===== config.mk =====
export PLATFORM = sky130hd
export DESIGN_NAME = or_gate
export DESIGN_NICKNAME = d
export VERILOG_FILES = /design/src/rtl/or_gate.sv
export SDC_FILE = /design/constraint.sdc
export NUM_CORES = 1
export LEC_CHECK = 0
export ABC_CLOCK_PERIOD_IN_PS = 2600
export CELL_PAD_IN_SITES_DETAIL_PLACEMENT = 0
export CELL_PAD_IN_SITES_GLOBAL_PLACEMENT = 1
export CORE_MARGIN = 1.5
export CORE_UTILIZATION = 35
export DETAILED_ROUTE_END_ITERATION = 7
export GPL_TIMING_DRIVEN = 0
export HOLD_SLACK_MARGIN = 0.08
export PLACE_DENSITY = 0.8
export SYNTH_ARGS = -nofsm -noshare
export SYNTH_HDL_FRONTEND = slang
export SYNTH_SLANG_ARGS = --single-unit

===== constraint.sdc =====
create_clock -name clk -period 2.6 [get_ports clk]
set_input_delay 0.52 -clock clk [delete_from_list [all_inputs] [get_ports clk]]
set_output_delay 0.52 -clock clk [all_outputs]
set_load 0.01 [all_outputs]

===== src/rtl/or_gate.sv =====
// ----------------------------------------------------------------------------
// or_gate
//
// Bitwise two-input OR cell with a registered monitoring side-channel.
//
// The primary output y is purely combinational (a | b) and does not depend on
// clk, rst or cnt_clr, so the cell is usable as a plain gate with the clock
// and reset tied off. The registered section offers a pipelined copy of y,
// per-bit rising-edge pulses and a saturating activity counter for status and
// debug logic in the surrounding datapath.
//
// Parameters:
//   WIDTH   - bit width of a, b, y and the registered copies
//   CNT_W   - width of the activity counter
//
// Ports:
//   clk      in   1      system clock, rising-edge active
//   rst      in   1      asynchronous active-high reset of all registered state
//   a        in   WIDTH  operand A
//   b        in   WIDTH  operand B
//   cnt_clr  in   1      synchronous clear of act_cnt (wins over increment)
//   y        out  WIDTH  combinational a | b
//   y_q      out  WIDTH  a | b registered on clk
//   rise     out  WIDTH  one-cycle pulse per bit on a 0->1 transition of y_q
//   any_q    out  1      reduction OR of y_q (registered alongside y_q)
//   act_cnt  out  CNT_W  cycles on which any_q was 1, saturating at all-ones
// ----------------------------------------------------------------------------
module or_gate #(
  parameter int WIDTH = 1,
  parameter int CNT_W = 16
) (
  input  logic             clk,
  input  logic             rst,
  input  logic [WIDTH-1:0] a,
  input  logic [WIDTH-1:0] b,
  input  logic             cnt_clr,
  output logic [WIDTH-1:0] y,
  output logic [WIDTH-1:0] y_q,
  output logic [WIDTH-1:0] rise,
  output logic             any_q,
  output logic [CNT_W-1:0] act_cnt
);

  localparam logic [CNT_W-1:0] CNT_MAX = '1;
  localparam logic [CNT_W-1:0] CNT_ONE = CNT_W'(1);

  // Registered state and its next-state values
  logic [WIDTH-1:0] cap_q,  cap_d;   // registered copy of a | b
  logic [WIDTH-1:0] prev_q, prev_d;  // cap_q delayed one more cycle
  logic [WIDTH-1:0] rise_q, rise_d;  // edge pulses
  logic             act_q,  act_d;   // reduction OR aligned with cap_q
  logic [CNT_W-1:0] cnt_q,  cnt_d;   // activity counter

  // Combinational path: zero latency, independent of clock and reset.
  assign y = a | b;

  // Next-state logic for the capture stage. any is computed from the same
  // a | b value being captured so that any_q lines up with y_q.
  always_comb begin
    cap_d  = a | b;
    act_d  = |(a | b);
    prev_d = cap_q;
  end

  // Rising-edge detect per bit: compares the current registered copy against
  // the one before it, so a pulse lands one cycle after y_q goes high.
  generate
    for (genvar gi = 0; gi < WIDTH; gi++) begin : g_rise
      always_comb begin
        rise_d[gi] = cap_q[gi] & ~prev_q[gi];
      end
    end
  endgenerate

  // Activity counter: clear first, then a saturating increment driven by the
  // registered any flag (the counter trails any_q by one cycle).
  always_comb begin
    cnt_d = cnt_q;
    if (cnt_clr) begin
      cnt_d = '0;
    end else if (act_q && (cnt_q != CNT_MAX)) begin
      cnt_d = cnt_q + CNT_ONE;
    end
  end

  always_ff @(posedge clk or posedge rst) begin
    if (rst) begin
      cap_q  <= '0;
      prev_q <= '0;
      rise_q <= '0;
      act_q  <= 1'b0;
      cnt_q  <= '0;
    end else begin
      cap_q  <= cap_d;
      prev_q <= prev_d;
      rise_q <= rise_d;
      act_q  <= act_d;
      cnt_q  <= cnt_d;
    end
  end

  assign y_q     = cap_q;
  assign rise    = rise_q;
  assign any_q   = act_q;
  assign act_cnt = cnt_q;

endmodule


==> run summary, run 1 <==
Final Non-Filler Cells -> 156
Core Util, Final -> 49.3%
dpl ws -> 372 ps
post-layout min period -> 2220 ps
ys async rst share -> 100%
register area share after synthesis -> 49.6%
Final Cycle Share -> 85.4%
worst hold path type -> reg2reg
status -> completed
Max Root-Sink Buffers -> 2
design area -> 0.00125 mm²
final WL -> 2.26 mm
syn_area_per_cell -> 9.68 µm²
Yosys warning count -> 0
insertion delay to the later sink of the worst-skew pair -> 310 ps
crit path launch type -> primary input
Post-CTS Hold Buffers -> 0
Tot Pwr -> 521 µW
synthesized instance count -> 99
Synth Cell Area -> 958 µm²
CP cell instances -> clkdlybuf4s50_1, or2_2, clkdlybuf4s50_1
PortBufs -> 23
filler cell count -> 268
Slew @ Worst Pin -> 719 ps
setup tns final -> 0 ps
number of flops mapped to enable cells by yosys -> 0
Pre-antenna DRT Iters -> 4
Hold WS -> 400 ps
synth top area cells -> dfrtp_1 50%, a21oi_1 4.7%, nor3_1 4.2%
crit-path max FO -> 2
type of the worst setup path -> in2out
Leak -> 0.453 nW
Post-CTS Setup Bufs -> 0
CP required -> 2080 ps
vias per cell -> 5.93
Unique masters post-synth -> 31
clk sinks -> 19
Syn Nets -> 105
post-route setup slack -> 379 ps
final setup fails -> 0
Inserted Clock Buffers -> 3
n_diodes -> 0
core area -> 0.00254 mm²
DP Cell Count -> 152
cell with the most instances after synthesis -> dfrtp_1
max-slew violations -> 0
area leader, netlist -> dfrtp_1
post-route ant nets -> 0
WL per Instance -> 14.5 µm
Worst-path clk slew -> 120 ps
initial antenna violation count -> 0
CTS tree -> built
Fin. Hold Viols -> 0
Max Clk Rate -> 450 MHz
width of the die -> 55.3 µm
RSZ-0062 raised after global routing -> false
grt total ovfl -> 0
first-pass GRT wire length -> 4.08 mm
Residual DRC -> 0
total global routing track utilization -> 16.1%
slowest stage cell, crit path -> clkdlybuf4s50_1
Vias -> 925
Synth Flop Type -> dfrtp_1
clock root cell -> clkbuf_4
Placer Congestion -> 0.751
CP Capture Type -> primary output
Max IR drop VDD -> 252 µV
H-Tree Level Count -> 1
Top Ports -> 25
drt initial violations -> 16
nets -> 133
Die ar. -> 0.00306 mm²
layout cells sized above 1 -> 7.14%
area share of the largest cell type after synthesis -> 49.6%
synth cell count leaders -> 19 x dfrtp_1, 9 x a21oi_1, 8 x nand2_1, 8 x nor3_1
worst stage delay on the critical path -> 490 ps
crit path DAT -> 1700 ps
vias in the first global route -> 887
Max Cap Viol -> 0
CTS resizes -> 0
clk_skew -> 7.05 ps
# rows -> 18
pin count of the biggest net entering global routing -> 20
area growth from synthesis to layout -> 30.8%
relative slew slack -> 52.0%
power per cell area -> 415 mW/mm²
die height -> 55.3 µm
crit-path most repeated cell -> clkdlybuf4s50_1
post-place instance area -> 0.00123 mm²
DP HPWL -> 1.57 mm
Seq cells post-synth -> 19
Initial Utilization -> 37.7%
placed cells by master (no fill, tap or decap), types with 3 or more instances in the layout:
master | synthesis | routed
nor2_1 | 4 | 4
nand4_1 | 6 | 6
or3_1 | 6 | 6
dfrtp_1 | 19 | 19
nor3_1 | 8 | 8
clkdlybuf4s50_1 | 0 | 23
o21ai_0 | 6 | 6
clkbuf_4 | 0 | 3
a21oi_1 | 9 | 9
or4_1 | 3 | 3
nand2_1 | 8 | 8
final timing paths:
kind | cells past startpoint | slack [ps] | from | to
worst min-delay path | 1 | 400 | prev_q | rise
min in group asynchronous | 2 | 610 | rst | act_cnt[2]
worst max-delay path | 3 | 380 | b | y
worst max register to register | 5 | 430 | act_cnt[0] | act_cnt[1]
worst min register to register | 1 | 400 | prev_q | rise
max in group asynchronous | 2 | 1530 | rst | act_cnt[1]
final cells by class:
type | count | area [µm²] | area share, %
sequential | 19 | 475 | 37.9
multi-input combinational | 74 | 455 | 36.3
buffer | 4 | 20.0 | 1.60
clock buffer | 3 | 22.5 | 1.80
tap | 30 | 37.5 | 2.99
inverter | 2 | 7.51 | 0.599
timing repair buffer | 23 | 230 | 18.4
clock inverter | 1 | 5.00 | 0.399
layer usage:
metal  global-route usage, %  share of wire (%)  wire [µm]  vias up
li1                        -                  -          -      442
met1                    22.5                 47       1060      450
met2                    25.2                 47       1060       30
met3                    2.81                5.1        115        3
met4                    5.23                1.4         31        0
met5                       0                  0          0        -
cell families (layout without fill, tap and decap cells):
family                     count (synthesis)  after routing  share of synthesized area (%)
and+or+nand+nor                           45             45                           27.3
adders and majority gates                  1              1                           1.31
AOI/OAI and AO/OA                         25             25                           16.1
xor gates and xnor gates                   2              2                           1.83
buffers and inverters                      6             33                           2.87
DFF                                       19             19                           49.6
muxes                                      1              1                           1.04
state kept, by name, indices dropped and copies added, names as in the netlist:
register  cells
act_cnt      16
any_q         1
prev_q        1
rise          1
where the power goes:
part	switching, mW	total, mW	internal (mW)
logic	0.0249	0.0504	0.0255
registers	0.0108	0.313	0.302
clock network	0.0996	0.157	0.0576
worst max-delay path: cells and delay by family:
family,cells,cell delay [ps]
buf+inv,2,880
simple gates,1,300
Power figures use the tool's default switching activity.
==> run 2, diff against run 1 <==
--- a/config.mk
+++ b/config.mk
@@ -10,10 +10,12 @@
 export CELL_PAD_IN_SITES_GLOBAL_PLACEMENT = 1
 export CORE_MARGIN = 1.5
 export CORE_UTILIZATION = 35
+export CTS_CLUSTER_DIAMETER = 120
 export DETAILED_ROUTE_END_ITERATION = 7
 export GPL_TIMING_DRIVEN = 0
 export HOLD_SLACK_MARGIN = 0.08
 export PLACE_DENSITY = 0.8
+export SKIP_LAST_GASP = 1
 export SYNTH_ARGS = -nofsm -noshare
 export SYNTH_HDL_FRONTEND = slang
 export SYNTH_SLANG_ARGS = --single-unit
==> results of run 2 <==
Final layout, timing and power as in run 1 (identical DEF).
